`src/rtl/bf_pkg.sv`:
```
// Shared definitions for the Brainfuck code loader: opcode bytes, FSM and error encodings.
package bf_pkg;

  localparam logic [7:0] OP_INC   = 8'h2B;
  localparam logic [7:0] OP_DEC   = 8'h2D;
  localparam logic [7:0] OP_LEFT  = 8'h3C;
  localparam logic [7:0] OP_RIGHT = 8'h3E;
  localparam logic [7:0] OP_OPEN  = 8'h5B;
  localparam logic [7:0] OP_CLOSE = 8'h5D;
  localparam logic [7:0] OP_OUT   = 8'h2E;
  localparam logic [7:0] OP_IN    = 8'h2C;

  typedef enum logic [2:0] {
    ST_IDLE = 3'd0,
    ST_LOAD = 3'd1,
    ST_MARK = 3'd2,
    ST_DONE = 3'd3,
    ST_ERR  = 3'd4
  } loader_state_e;

  typedef enum logic [1:0] {
    ERR_NONE            = 2'd0,
    ERR_UNMATCHED_CLOSE = 2'd1,
    ERR_UNMATCHED_OPEN  = 2'd2,
    ERR_OVERFLOW        = 2'd3
  } err_code_e;

  function automatic logic is_opcode(input logic [7:0] b);
    case (b)
      OP_INC, OP_DEC, OP_LEFT, OP_RIGHT,
      OP_OPEN, OP_CLOSE, OP_OUT, OP_IN: is_opcode = 1'b1;
      default:                          is_opcode = 1'b0;
    endcase
  endfunction

endpackage

```
`src/rtl/bf_code_loader_if.sv`:
```
// Byte-stream, code-RAM write and status bundle of the code loader.
interface bf_code_loader_if #(
  parameter int ADDR_WIDTH = 9
);
  import bf_pkg::*;

  logic                  start;
  logic [7:0]            in_data;
  logic                  in_valid;
  logic                  in_ready;
  logic [ADDR_WIDTH-1:0] mem_addr;
  logic [7:0]            mem_data;
  logic                  mem_we;
  logic                  core_run;
  logic                  done;
  logic                  error;
  logic [1:0]            err_code;
  logic [ADDR_WIDTH-1:0] prog_len;

  // Driver side: the byte source and whoever observes the load status.
  modport master (
    output start, in_data, in_valid,
    input  in_ready, mem_addr, mem_data, mem_we,
    input  core_run, done, error, err_code, prog_len
  );

  // Loader side.
  modport slave (
    input  start, in_data, in_valid,
    output in_ready, mem_addr, mem_data, mem_we,
    output core_run, done, error, err_code, prog_len
  );

endinterface

```
`src/rtl/bf_bracket_checker.sv`:
```
// Tracks '[' / ']' nesting depth and flags unmatched brackets combinationally.
module bf_bracket_checker
  import bf_pkg::*;
#(
  parameter int ADDR_WIDTH = 9
) (
  input  logic clk,
  input  logic reset,
  input  logic i_open,
  input  logic i_close,
  input  logic i_clear,
  input  logic i_check_end,
  output logic o_err_unmatched_close,
  output logic o_err_unmatched_open
);

  localparam logic [ADDR_WIDTH-1:0] DEPTH_ZERO = '0;
  localparam logic [ADDR_WIDTH-1:0] DEPTH_ONE  = ADDR_WIDTH'(1);

  logic [ADDR_WIDTH-1:0] r_depth;
  logic                  w_depth_zero;

  assign w_depth_zero          = (r_depth == DEPTH_ZERO);
  assign o_err_unmatched_close = i_close && w_depth_zero;
  assign o_err_unmatched_open  = i_check_end && !w_depth_zero;

  always_ff @(posedge clk or posedge reset) begin
    if (reset) begin
      r_depth <= DEPTH_ZERO;
    end else if (i_clear) begin
      r_depth <= DEPTH_ZERO;
    end else if (i_open) begin
      r_depth <= r_depth + DEPTH_ONE;
    end else if (i_close && !w_depth_zero) begin
      r_depth <= r_depth - DEPTH_ONE;
    end
  end

endmodule

```
`src/rtl/bf_code_loader.sv`:
```
// Filters a byte stream down to Brainfuck opcodes, writes them into code RAM,
// appends a 0x00 marker and releases the core only after a clean load.
module bf_code_loader
  import bf_pkg::*;
#(
  parameter int         ADDR_WIDTH = 9,
  parameter logic [7:0] TERM_CHAR  = 8'h21
) (
  input  logic             clk,
  input  logic             reset,
  bf_code_loader_if.slave  bus
);

  localparam logic [ADDR_WIDTH-1:0] LEN_ZERO = '0;
  localparam logic [ADDR_WIDTH-1:0] LEN_ONE  = ADDR_WIDTH'(1);
  localparam logic [ADDR_WIDTH-1:0] LEN_MAX  = '1;

  loader_state_e         r_state;
  logic                  r_in_ready;
  logic [ADDR_WIDTH-1:0] r_mem_addr;
  logic [7:0]            r_mem_data;
  logic                  r_mem_we;
  logic                  r_core_run;
  logic                  r_done;
  logic                  r_error;
  err_code_e             r_err_code;
  logic [ADDR_WIDTH-1:0] r_prog_len;

  logic w_accept;
  logic w_is_op;
  logic w_is_term;
  logic w_full;
  logic w_restart;
  logic w_err_close;
  logic w_err_open;

  assign w_accept  = bus.in_valid && r_in_ready;
  assign w_is_op   = is_opcode(bus.in_data);
  assign w_is_term = (bus.in_data == TERM_CHAR);
  assign w_full    = (r_prog_len == LEN_MAX);
  assign w_restart = bus.start && (r_state != ST_LOAD) && (r_state != ST_MARK);

  // A full buffer turns any opcode into an overflow, so the depth must not move.
  bf_bracket_checker #(
    .ADDR_WIDTH (ADDR_WIDTH)
  ) u_brackets (
    .clk                   (clk),
    .reset                 (reset),
    .i_open                (w_accept && !w_full && (bus.in_data == OP_OPEN)),
    .i_close               (w_accept && !w_full && (bus.in_data == OP_CLOSE)),
    .i_clear               (w_restart),
    .i_check_end           (w_accept && w_is_term),
    .o_err_unmatched_close (w_err_close),
    .o_err_unmatched_open  (w_err_open)
  );

  always_ff @(posedge clk or posedge reset) begin
    if (reset) begin
      r_state    <= ST_IDLE;
      r_in_ready <= 1'b0;
      r_mem_addr <= LEN_ZERO;
      r_mem_data <= 8'h00;
      r_mem_we   <= 1'b0;
      r_core_run <= 1'b0;
      r_done     <= 1'b0;
      r_error    <= 1'b0;
      r_err_code <= ERR_NONE;
      r_prog_len <= LEN_ZERO;
    end else begin
      r_mem_we <= 1'b0;
      case (r_state)
        ST_IDLE, ST_DONE, ST_ERR: begin
          if (bus.start) begin
            r_state    <= ST_LOAD;
            r_in_ready <= 1'b1;
            r_prog_len <= LEN_ZERO;
            r_core_run <= 1'b0;
            r_done     <= 1'b0;
            r_error    <= 1'b0;
            r_err_code <= ERR_NONE;
          end
        end
        ST_LOAD: begin
          if (w_accept && w_is_op) begin
            if (w_full) begin
              r_state    <= ST_ERR;
              r_in_ready <= 1'b0;
              r_error    <= 1'b1;
              r_err_code <= ERR_OVERFLOW;
            end else if (w_err_close) begin
              r_state    <= ST_ERR;
              r_in_ready <= 1'b0;
              r_error    <= 1'b1;
              r_err_code <= ERR_UNMATCHED_CLOSE;
            end else begin
              r_mem_we   <= 1'b1;
              r_mem_addr <= r_prog_len;
              r_mem_data <= bus.in_data;
              r_prog_len <= r_prog_len + LEN_ONE;
            end
          end else if (w_accept && w_is_term) begin
            r_in_ready <= 1'b0;
            if (w_err_open) begin
              r_state    <= ST_ERR;
              r_error    <= 1'b1;
              r_err_code <= ERR_UNMATCHED_OPEN;
            end else begin
              // Marker lands at prog_len and is not counted in it.
              r_state    <= ST_MARK;
              r_mem_we   <= 1'b1;
              r_mem_addr <= r_prog_len;
              r_mem_data <= 8'h00;
            end
          end
        end
        ST_MARK: begin
          r_state    <= ST_DONE;
          r_done     <= 1'b1;
          r_core_run <= 1'b1;
        end
        default: begin
          r_state    <= ST_IDLE;
          r_in_ready <= 1'b0;
          r_core_run <= 1'b0;
        end
      endcase
    end
  end

  assign bus.in_ready = r_in_ready;
  assign bus.mem_addr = r_mem_addr;
  assign bus.mem_data = r_mem_data;
  assign bus.mem_we   = r_mem_we;
  assign bus.core_run = r_core_run;
  assign bus.done     = r_done;
  assign bus.error    = r_error;
  assign bus.err_code = r_err_code;
  assign bus.prog_len = r_prog_len;

endmodule

```
`src/flat_wrapper.sv`:
```
// flat-port wrapper written by rule: the top's interface ports become plain ports
module bf_code_loader_flat import bf_pkg::*;
#(
  parameter int         ADDR_WIDTH = 9,
  parameter logic [7:0] TERM_CHAR  = 8'h21
)
  (clk, reset, bus_start, bus_in_data, bus_in_valid, bus_in_ready, bus_mem_addr, bus_mem_data, bus_mem_we, bus_core_run, bus_done, bus_error, bus_err_code, bus_prog_len);
  bf_code_loader_if #(.ADDR_WIDTH(ADDR_WIDTH)) bus_i ();
  input  logic clk;
  input  logic reset;
  input wire logic [$bits(bus_i.start)-1:0] bus_start;
  input wire logic [$bits(bus_i.in_data)-1:0] bus_in_data;
  input wire logic [$bits(bus_i.in_valid)-1:0] bus_in_valid;
  output wire logic [$bits(bus_i.in_ready)-1:0] bus_in_ready;
  output wire logic [$bits(bus_i.mem_addr)-1:0] bus_mem_addr;
  output wire logic [$bits(bus_i.mem_data)-1:0] bus_mem_data;
  output wire logic [$bits(bus_i.mem_we)-1:0] bus_mem_we;
  output wire logic [$bits(bus_i.core_run)-1:0] bus_core_run;
  output wire logic [$bits(bus_i.done)-1:0] bus_done;
  output wire logic [$bits(bus_i.error)-1:0] bus_error;
  output wire logic [$bits(bus_i.err_code)-1:0] bus_err_code;
  output wire logic [$bits(bus_i.prog_len)-1:0] bus_prog_len;
  assign bus_i.start = bus_start;
  assign bus_i.in_data = bus_in_data;
  assign bus_i.in_valid = bus_in_valid;
  assign bus_in_ready = bus_i.in_ready;
  assign bus_mem_addr = bus_i.mem_addr;
  assign bus_mem_data = bus_i.mem_data;
  assign bus_mem_we = bus_i.mem_we;
  assign bus_core_run = bus_i.core_run;
  assign bus_done = bus_i.done;
  assign bus_error = bus_i.error;
  assign bus_err_code = bus_i.err_code;
  assign bus_prog_len = bus_i.prog_len;
  bf_code_loader #(.ADDR_WIDTH(ADDR_WIDTH), .TERM_CHAR(TERM_CHAR)) u_core (.clk(clk), .reset(reset), .bus(bus_i));
endmodule
```
`config.mk`:
```
export PLATFORM = sky130hd
export DESIGN_NAME = bf_code_loader_flat
export DESIGN_NICKNAME = d
export VERILOG_FILES = /design/src/rtl/bf_pkg.sv /design/src/rtl/bf_code_loader_if.sv /design/src/rtl/bf_bracket_checker.sv /design/src/rtl/bf_code_loader.sv /design/src/flat_wrapper.sv
export SDC_FILE = /design/constraint.sdc
export NUM_CORES = 1
export LEC_CHECK = 0
export CAP_MARGIN = 15
export CORE_MARGIN = 2
export CORE_UTILIZATION = 45
export CTS_BUF_LIST = sky130_fd_sc_hd__clkbuf_8 sky130_fd_sc_hd__clkbuf_16
export DETAILED_ROUTE_END_ITERATION = 8
export PLACE_DENSITY = 0.66
export RECOVER_POWER = 100
export SETUP_SLACK_MARGIN = 0.5
export SKIP_CTS_REPAIR_TIMING = 1
export SYNTH_ARGS = -nofsm -noshare
export SYNTH_HDL_FRONTEND = slang
export SYNTH_SLANG_ARGS = --single-unit
```
`constraint.sdc`:
```
create_clock -name clk -period 4.68 [get_ports clk]
set_clock_uncertainty 0.2 [all_clocks]
set_input_delay 0.936 -clock clk [delete_from_list [all_inputs] [get_ports clk]]
set_output_delay 0.936 -clock clk [all_outputs]
set_load 0.02 [all_outputs]
```
==> results of run 1 <==
-- cell usage after synthesis (all sizes together), types with 2 or more instances --
master / count
mux2: 9
ha: 10
nand2b: 7
o21a: 3
or3: 2
nor2: 22
a211oi: 3
o2bb2ai: 3
nand4: 5
dfrtp: 45
buf: 2
xnor2: 7
a21oi: 12
nor4: 3
nand2: 32
nand3: 2
and3: 3
clkbuf: 7
mux2i: 10
or3b: 2
nor3: 5
or2: 2
a31oi: 3
o211ai: 4
xor2: 7
and2: 6
inv: 10
nand3b: 3
nor2b: 6
o21ai: 17
-- critical path, stage by stage --
cell	delay [ps]
dlygate4sd3_1	600
or3b_1	360
a221o_1	400
a211oi_1	1120
o211ai_4	460
mux2_2	400
-- routing by layer --
layer	vias up	global-route usage [%]
li1	1017	-
met1	983	25.20
met2	48	29.32
met3	12	3.394
met4	0	7.759
met5	-	0
-- cell families (layout without fill, tap and decap cells) --
kind of cell	after synthesis	count (layout)	synth area share (%)
compound gates	52	52	13.99
xor+xnor	14	14	4.792
fa+ha+maj	11	11	5.672
buf+inv	19	63	2.836
flops	45	45	44.01
mux	19	19	7.873
simple gates	104	104	20.83
-- per-stage QoR --
stage / instance area, um2 / setup WS (ps) / total power, mW / utilization (%) / std cells
after floorplan: 2559 / 1240 / 0.6638 / - / 264
after global placement: 3062 / 706.9 / 0.7607 / 55.60 / 372
after detailed placement: 3062 / 556.6 / 0.7632 / 55.60 / 372
after CTS: 3173 / 800.5 / 1.059 / 57.62 / 380
after global routing: 3161 / 284.1 / 1.098 / 57.40 / 380
final: 3161 / 394.6 / 1.042 / 57.40 / 380
-- registers in the layout, indices dropped and copies added, names as in the netlist --
signal	flops
u_core.bus.mem_addr	9
u_core.bus.prog_len	9
u_core.u_brackets.r_depth	9
u_core.bus.mem_data	8
u_core.r_state	3
u_core.bus.err_code	2
u_core.bus.core_run	1
u_core.bus.done	1
u_core.bus.error	1
u_core.bus.in_ready	1
u_core.bus.mem_we	1
-- how the worst max path moves through the flow --
stage                                  startpoint                                       end  slack (ps)  cells past startpoint
3_5_place_dp                       bus_in_data[0]  u_core.u_brackets.r_depth[8]$_DFFE_PP0P_         560                     11
3_3_place_gp                       bus_in_data[0]  u_core.u_brackets.r_depth[8]$_DFFE_PP0P_         710                     11
2_1_floorplan  u_core.bus.prog_len[4]$_DFFE_PP0P_  u_core.u_brackets.r_depth[8]$_DFFE_PP0P_        1240                     15
6_report                           bus_in_data[5]        u_core.bus.mem_addr[7]$_DFFE_PP0P_         390                      6
4_1_cts        u_core.bus.prog_len[3]$_DFFE_PP0P_  u_core.u_brackets.r_depth[8]$_DFFE_PP0P_         800                     15
5_1_grt                            bus_in_data[5]        u_core.bus.mem_addr[2]$_DFFE_PP0P_         280                      6
-- cell type report --
| type | count | area (um2) | area share (%) |
|---|---|---|---|
| multi-input cells | 200 | 1348 | 42.64 |
| flip-flops and latches | 45 | 1126 | 35.63 |
| repair buffers | 45 | 447.9 | 14.17 |
| well taps | 72 | 90.09 | 2.850 |
| clock buffers | 5 | 68.82 | 2.177 |
| clock inverters | 3 | 42.54 | 1.346 |
| inverters | 10 | 37.54 | 1.188 |
-- power breakdown --
part	total [mW]	leakage (nW)	switching [mW]	internal, mW
Combinational	0.286	0.779	0.173	0.113
Clock	0.298	0.0595	0.140	0.158
Sequential	0.458	0.616	0.0394	0.418
==> impl_metrics.py, run 1 <==
metrics = {
    "detailed_routing": {
        "wl_met1_um": 2716,
        "firstDrtPassIters": 4,
        "final_antenna_net_count": 0,
        "drc": 0,
        "highest_layer": "met4",
        "drt-vias-per-instance": 5.421,
        "first_iter_violations": 91,
        "wl_um": 5486,
        "wl_per_cell_um": 14.44,
        "met3WireLength_um": 229,
        "wl_met2_um": 2428,
        "vias": 2060,
    },
    "grt": {
        "gr-total-overflow": 0,
        "grt_max_degree": 46,
        "grt_usage_pct": 18.57,
        "grt_pass1_vias": 1983,
        "grt_pass1_wl_um": 9080,
        "antenna_found_initial": 0,
    },
    "worst_setup_path": {
        "crit_path_end_kind": "flip-flop",
        "arrival_ps": 4280,
        "reg2reg_slack_ps": 840,
        "reg2reg_from": "u_core.bus.prog_len[3]$_DFFE_PP0P_",
        "required_ps": 4670,
        "critPathLaunchType": "input pin",
        "crit_fanout": 26,
        "reg2reg_depth": 15,
        "path_class": "input pin to flip-flop",
        "reg2reg_to": "u_core.u_brackets.r_depth[8]$_DFFE_PP0P_",
    },
    "synth": {
        "synth-seq-cells": 45,
        "syn_area_per_cell_um2": 9.692,
        "yosys.area.top_type": "dfrtp_1",
        "synth_edf_count": 0,
        "synth_cells": 264,
        "async_flop_share_pct": 100.0,
        "synth_area_leaders": "dfrtp_1 (44%), ha_1 (4.9%), nand2_1 (4.5%), mux2_2 (4.0%), mux2i_1 (3.9%)",
        "syn_area_mm2": 0.002559,
        "yosys_most_used_dff": "dfrtp_1",
        "ys_types": 48,
        "synthDominantCellAreaShare_pct": 44.01,
        "ys_seq_area_share_pct": 44.01,
        "yosysWarnings": 0,
        "syn_nets": 287,
    },
    "place": {
        "dp_hpwl_um": 3994,
        "gp_congestion": 0.8825,
        "port_buffers": 44,
    },
    "power_and_ir_drop": {
        "p_leak_nw": 1.455,
        "ir_worst_vdd_mv": 0.2122,
        "power.density_mw_per_mm2": 329.7,
    },
    "cts": {
        "htree_levels": 2,
        "cts_root_buffer": "clkbuf_8",
        "cts_max_path_buffers": 2,
        "cts_buffers": 5,
        "clock-sinks": 45,
        "clk_pin_slew_ps": 90,
        "insertion_delay_ps": 300,
        "cts_tree": "yes",
    },
    "floorplanning": {
        "initial_utilization_pct": 46.47,
        "die_y_um": 79.41,
        "dieArea_mm2": 0.006305,
        "core_mm2": 0.005507,
        "rows": 27,
        "die_w_um": 79.41,
        "ios": 45,
    },
    "run": {
        "maxCapViolCount": 1,
    },
    "final_layout": {
        "final_cell_mix": "dfrtp_1 (45), dlygate4sd3_1 (36), nand2_1 (31), nor2_1 (22), o21ai_0 (17)",
        "n_fill_cell": 496,
        "drive_gt1_share_pct": 7.468,
        "antenna_cells": 0,
        "nets": 330,
        "layout_commonest_cell": "dfrtp_1",
        "area_growth_pct": 23.52,
    },
    "timing": {
        "period_share_pct": 91.57,
        "setup_tns_ps": 0,
        "slew_violations": 46,
        "finalSetupViolations": 0,
        "fmax_ghz": 0.2334,
        "rsz0062_at_grt": "false",
        "fin_hold_ws_ps": 276.4,
        "worst_pin_slew_ps": 1693,
        "max_slew_margin_pct": -12.99,
        "post-route-min-period_ps": 4285,
        "hold_viol": 0,
    },
    "status": {
        "outcome": "finished, violations left",
        "violations": "max-capacitance violations, max-slew violations",
    },
    "min_path": {
        "hold_start": "u_core.bus.mem_data[2]$_DFFE_PP0P_",
        "whs_path_depth": 2,
        "min_to": "u_core.bus.mem_data[2]$_DFFE_PP0P_",
        "worstHoldPathType": "flip-flop to flip-flop",
    },
}
Power figures use the tool's default switching activity.
==> run 2: changes to the inputs <==
--- a/config.mk
+++ b/config.mk
@@ -6,7 +6,7 @@
 export NUM_CORES = 1
 export LEC_CHECK = 0
 export CAP_MARGIN = 15
-export CORE_MARGIN = 2
+export CORE_MARGIN = 4
 export CORE_UTILIZATION = 45
 export CTS_BUF_LIST = sky130_fd_sc_hd__clkbuf_8 sky130_fd_sc_hd__clkbuf_16
 export DETAILED_ROUTE_END_ITERATION = 8
==> constraint.sdc (replaced) <==
create_clock -name clk -period 4.68 [get_ports clk]
set_clock_uncertainty 0.2 [all_clocks]
set_input_delay 0.936 -clock clk [delete_from_list [all_inputs] [get_ports clk]]
set_output_delay 0.936 -clock clk [all_outputs]
set_load 0.005 [all_outputs]
==> run 2 against run 1 <==
The flow still finishes with violations (max-capacitance violations, max-slew violations). Routed wire length increased by 1.4%. Utilization shrank 0.11 points. Cell count rose by 0.26%. Largest power group unchanged.
==> impl_metrics.py, run 2 (synthesis gave the netlist of run 1 again) <==
metrics = {
    "status": {
        "outcome": "finished, violations left",
        "violations": "max-capacitance violations, max-slew violations",
    },
    "final_layout": {
        "multiInputGateArea_mm2": 0.001338,
        "area_growth_pct": 23.28,
        "fin_area_mm2": 0.003154,
        "layout_commonest_cell": "dfrtp_1",
        "seq_area_mm2": 0.001126,
        "nets": 331,
        "final_cell_mix": "dfrtp_1 (45), dlygate4sd3_1 (36), nand2_1 (32), nor2_1 (22), o21ai_0 (17)",
        "drive_gt1_share_pct": 7.120,
        "antenna_cells": 0,
        "n_fill_cell": 503,
    },
    "worst_setup_path": {
        "path_class": "input pin to flip-flop",
        "path_buf_inv": 1,
        "required_ps": 4660,
        "reg2reg_from": "u_core.bus.prog_len[4]$_DFFE_PP0P_",
        "arrival_ps": 3900,
        "reg2reg_to": "u_core.u_brackets.r_depth[8]$_DFFE_PP0P_",
        "critPathLaunchType": "input pin",
        "reg2reg_slack_ps": 840,
        "crit_fanout": 26,
        "crit_path_max_incr_delay_ps": 830,
        "reg2reg_depth": 15,
        "critical_path.cell_chain": "dlygate4sd3_1 -> or3b_1 -> a221o_1 -> o211a_1 -> o211ai_2 -> mux2_2",
        "path_delay_family": "compound AO/OA/AOI/OAI gates",
        "worst_path_max_delay_cell": "o211ai_2",
        "crit_path_end_kind": "flip-flop",
    },
    "detailed_routing": {
        "vias": 2023,
        "wl_um": 5564,
        "first_iter_violations": 95,
        "firstDrtPassIters": 4,
        "drc": 0,
        "wl_per_cell_um": 14.60,
        "drt-vias-per-instance": 5.310,
        "final_antenna_net_count": 0,
    },
    "floorplanning": {
        "initial_utilization_pct": 46.47,
        "ios": 45,
        "die_w_um": 83.41,
        "dieArea_mm2": 0.006956,
        "rows": 27,
        "core_mm2": 0.005507,
        "die_y_um": 83.41,
    },
    "power_and_ir_drop": {
        "ir_worst_vdd_mv": 0.1554,
        "power.density_mw_per_mm2": 318.1,
        "p_leak_nw": 1.441,
        "p_total_mw": 1.003,
    },
    "min_path": {
        "hold_start": "u_core.bus.mem_data[2]$_DFFE_PP0P_",
        "worstHoldPathType": "flip-flop to flip-flop",
        "min_to": "u_core.bus.mem_data[2]$_DFFE_PP0P_",
        "whs_path_depth": 2,
    },
    "timing": {
        "finalSetupViolations": 0,
        "period_share_pct": 83.83,
        "fmax_ghz": 0.2549,
        "rsz0062_at_grt": "false",
        "post-route-min-period_ps": 3923,
        "hold_viol": 0,
        "max_slew_margin_pct": -58.57,
        "setup_tns_ps": 0,
        "setup_ws_ps": 756.6,
        "worst_pin_slew_ps": 2378,
        "slew_violations": 46,
    },
    "cts": {
        "cts_tree": "yes",
        "clock-sinks": 45,
        "cts_buffers": 5,
        "clk_pin_slew_ps": 80,
        "insertion_delay_ps": 290,
        "cts_root_buffer": "clkbuf_8",
        "htree_levels": 2,
        "cts_max_path_buffers": 2,
    },
    "place": {
        "placed_area_mm2": 0.003069,
        "dp_slack_ps": 627.0,
        "dp_hpwl_um": 4125,
        "port_buffers": 44,
        "gp_congestion": 0.9466,
    },
    "grt": {
        "grt_max_degree": 46,
        "antenna_found_initial": 0,
        "gr-total-overflow": 0,
        "grt_pass1_wl_um": 9584,
        "grt_pass1_vias": 1977,
        "grt_usage_pct": 16.72,
    },
    "run": {
        "maxCapViolCount": 1,
    },
}
run 2: cell count changes in the layout (fill, tap and decap cells not counted):
cell,before,now
a211oi_4,0,1
a211oi_1,3,2
o211ai_4,1,0
nand2_4,1,0
a31oi_2,1,0
clkbuf_1,0,1
inv_1,11,10
clkinv_1,0,1
nand2_1,31,32
o211ai_2,0,1
a31oi_1,2,3
run 2: routing by layer:
layer / GRT usage, % / share of wire (%) / vias up
li1: - / - / 1020
met1: 23.19 / 49 / 950
met4: 3.863 / 0.86 / 0
met5: 0 / 0 / -
met3: 4.167 / 4.5 / 7
met2: 26.38 / 46 / 46
run 2: tightest hold or removal path, stage by stage (launching register included):
cell,delay [ps]
dfrtp_1,340
nand2_1,40
o21ai_0,60
run 2: stage by stage:
step,util (%),std cells,hold WS (ps)
finish,57.28,381,274.8
global route,57.28,381,292.2
CTS,57.76,381,288.2
detailed placement,55.74,373,270.2
global placement,55.74,373,262.2
floorplan,-,264,273.3
run 2: how the worst max path moves through the flow:
stage,startpoint,endpoint,slack (ps),cells after the start
6_report,bus_in_data[4],u_core.bus.mem_addr[5]$_DFFE_PP0P_,760,6
5_1_grt,u_core.bus.prog_len[4]$_DFFE_PP0P_,u_core.u_brackets.r_depth[8]$_DFFE_PP0P_,510,15
4_1_cts,u_core.bus.prog_len[4]$_DFFE_PP0P_,u_core.u_brackets.r_depth[8]$_DFFE_PP0P_,870,15
3_5_place_dp,bus_in_data[0],u_core.u_brackets.r_depth[8]$_DFFE_PP0P_,630,11
3_3_place_gp,bus_in_data[0],u_core.u_brackets.r_depth[8]$_DFFE_PP0P_,680,11
2_1_floorplan,u_core.bus.prog_len[4]$_DFFE_PP0P_,u_core.u_brackets.r_depth[8]$_DFFE_PP0P_,1330,15
run 2: area by class of cell:
type / count / share of cell area [%]
multi-input cells: 200 / 42.40
well taps: 72 / 2.856
clock buffers: 5 / 2.182
flip-flops and latches: 45 / 35.70
clock inverters: 3 / 1.349
inverters: 10 / 1.190
repair buffers: 46 / 14.32
run 2: power breakdown:
group | total [mW] | internal, mW | switching (mW)
registers | 0.456 | 0.418 | 0.0374
logic | 0.259 | 0.111 | 0.148
clock network | 0.289 | 0.158 | 0.131
==> run 3: changes to the inputs <==
--- a/config.mk
+++ b/config.mk
@@ -10,7 +10,7 @@
 export CORE_UTILIZATION = 45
 export CTS_BUF_LIST = sky130_fd_sc_hd__clkbuf_8 sky130_fd_sc_hd__clkbuf_16
 export DETAILED_ROUTE_END_ITERATION = 8
-export PLACE_DENSITY = 0.66
+export PLACE_DENSITY = 0.69
 export RECOVER_POWER = 100
 export SETUP_SLACK_MARGIN = 0.5
 export SKIP_CTS_REPAIR_TIMING = 1
==> constraint.sdc (replaced) <==
create_clock -name clk -period 3.4 [get_ports clk]
set_clock_uncertainty 0.2 [all_clocks]
set_input_delay 0.68 -clock clk [delete_from_list [all_inputs] [get_ports clk]]
set_output_delay 0.68 -clock clk [all_outputs]
set_load 0.005 [all_outputs]
==> run 3 against run 2 <==
Register-to-register slack lost 590 ps. Largest cell class unchanged. Combinational power up 60%. Cell count up 9.7%. Routed wire length is 13% higher. The run now ends clean.
==> impl_metrics.py, run 3 (synthesis gave the netlist of run 1 again) <==
metrics = {
    "status": {
        "outcome": "completed",
    },
    "detailed_routing": {
        "first_iter_violations": 130,
        "final_antenna_net_count": 0,
        "drc": 0,
        "drt-vias-per-instance": 5.285,
        "vias": 2209,
        "wl_per_cell_um": 15.00,
        "firstDrtPassIters": 4,
        "wl_um": 6269,
    },
    "final_layout": {
        "nets": 368,
        "area_growth_pct": 43.33,
        "drive_gt1_share_pct": 25.14,
        "antenna_cells": 0,
        "final_cell_mix": "dfrtp_1 (45), dlygate4sd3_1 (33), nand2_1 (29), buf_4 (25), nor2_1 (20)",
        "layout_commonest_cell": "dfrtp_1",
    },
    "grt": {
        "gr-total-overflow": 0,
        "grt_usage_pct": 17.71,
        "grt_pass1_vias": 2218,
        "grt_max_degree": 46,
        "antenna_found_initial": 0,
        "grt_pass1_wl_um": 10200,
    },
    "timing": {
        "rsz0062_at_grt": "true",
        "fmax_ghz": 0.3115,
        "post-route-min-period_ps": 3210,
        "setup_tns_ps": 0,
        "worst_pin_slew_ps": 1136,
        "setup_ws_ps": 189.6,
        "fin_hold_ws_ps": 287.7,
        "hold_viol": 0,
        "finalSetupViolations": 0,
        "slew_violations": 0,
        "period_share_pct": 94.42,
        "max_slew_margin_pct": 24.28,
    },
    "worst_setup_path": {
        "reg2reg_to": "u_core.u_brackets.r_depth[4]$_DFFE_PP0P_",
        "reg2reg_slack_ps": 250,
        "critPathLaunchType": "input pin",
        "worst_path_max_delay_cell": "a211oi_1",
        "critical_path.cell_chain": "clkdlybuf4s50_1 -> buf_4 -> nand2b_1 -> a221o_2 -> a211oi_1 -> nand2_4 -> or4_1 -> a21oi_2",
        "path_delay_family": "compound AO/OA/AOI/OAI gates",
        "path_class": "input pin to flip-flop",
        "reg2reg_depth": 18,
        "reg2reg_from": "u_core.bus.prog_len[2]$_DFFE_PP0P_",
        "arrival_ps": 3240,
        "crit_path_max_incr_delay_ps": 680,
        "crit_fanout": 4,
        "crit_path_end_kind": "flip-flop",
        "required_ps": 3430,
        "path_buf_inv": 2,
    },
    "place": {
        "port_buffers": 44,
        "dp_slack_ps": -59.75,
        "gp_congestion": 0.7971,
        "dp_hpwl_um": 4448,
    },
    "floorplanning": {
        "die_w_um": 83.41,
        "ios": 45,
        "dieArea_mm2": 0.006956,
        "rows": 27,
        "initial_utilization_pct": 46.47,
        "die_y_um": 83.41,
        "core_mm2": 0.005507,
    },
    "cts": {
        "cts_root_buffer": "clkbuf_8",
        "cts_buffers": 5,
        "insertion_delay_ps": 300,
        "cts_max_path_buffers": 2,
        "cts_tree": "yes",
        "clk_pin_slew_ps": 90,
        "clock-sinks": 45,
        "htree_levels": 2,
    },
    "power_and_ir_drop": {
        "p_total_mw": 1.450,
        "ir_worst_vdd_mv": 0.2389,
        "p_leak_nw": 1.731,
        "power.density_mw_per_mm2": 395.5,
    },
    "min_path": {
        "whs_path_depth": 2,
        "min_to": "u_core.bus.mem_data[1]$_DFFE_PP0P_",
        "worstHoldPathType": "flip-flop to flip-flop",
        "hold_start": "u_core.bus.mem_data[1]$_DFFE_PP0P_",
    },
    "run": {
        "maxCapViolCount": 0,
    },
}
run 3: cell count changes in the layout (fill, tap and decap cells not counted), sizes merged:
cell,before,now
buf,1,30
dlygate4sd3,36,33
clkbuf,6,14
clkdlybuf4s50,8,6
dlymetal6s2s,0,5
run 3: layer usage:
metal	share of wire (%)	routed length, um	global-route usage (%)
met1	44	2744	22.05
met2	52	3230	30.69
met3	3.3	208	4.167
met4	1.4	86	4.755
met5	0	0	0
run 3: power breakdown:
group          total, mW  switching, mW  internal, mW
registers          0.625         0.0493         0.576
logic              0.415          0.222         0.193
clock network      0.410          0.190         0.220
run 3: how the worst max path moves through the flow:
stage,from,endpoint,slack [ps],cells after the start
4_1_cts,u_core.bus.prog_len[4]$_DFFE_PP0P_,u_core.u_brackets.r_depth[8]$_DFFE_PP0P_,90,15
2_1_floorplan,u_core.bus.prog_len[4]$_DFFE_PP0P_,u_core.u_brackets.r_depth[8]$_DFFE_PP0P_,290,15
3_3_place_gp,bus_in_data[0],u_core.u_brackets.r_depth[8]$_DFFE_PP0P_,-40,11
3_5_place_dp,bus_in_data[0],u_core.u_brackets.r_depth[8]$_DFFE_PP0P_,-60,11
6_report,bus_in_data[1],u_core.bus.prog_len[7]$_DFFE_PP0P_,190,8
5_1_grt,u_core.bus.prog_len[1]$_DFFE_PP0P_,u_core.u_brackets.r_depth[8]$_DFFE_PP0P_,60,16
run 3: worst register-to-register path, delay by kind of cell, from the launching register on:
kind                     cells  cell delay, ps
XOR/XNOR                     1              80
adder cells (fa/ha/maj)      2             400
multiplexers                 1             130
flip-flops                   1             390
AO/OA/AOI/OAI                1             190
buffers and inverters        3             390
AND/OR/NAND/NOR             10            1240
run 3: final cells by class:
| class | instances | area [um2] |
|---|---|---|
| clock inverters | 3 | 43.79 |
| flip-flops and latches | 45 | 1126 |
| repair buffers | 83 | 758.2 |
| well taps | 72 | 90.09 |
| inverters | 10 | 40.04 |
| fillers | 437 | 1839 |
| multi-input cells | 200 | 1540 |
| clock buffers | 5 | 68.82 |
run 3: per-stage QoR:
step	utilization (%)	cells	instance area, um2
6_report	66.60	418	3667
2_1_floorplan	-	264	2633
5_1_grt	66.60	418	3667
3_5_place_dp	60.42	396	3327
4_1_cts	62.46	404	3440
3_3_place_gp	60.42	396	3327
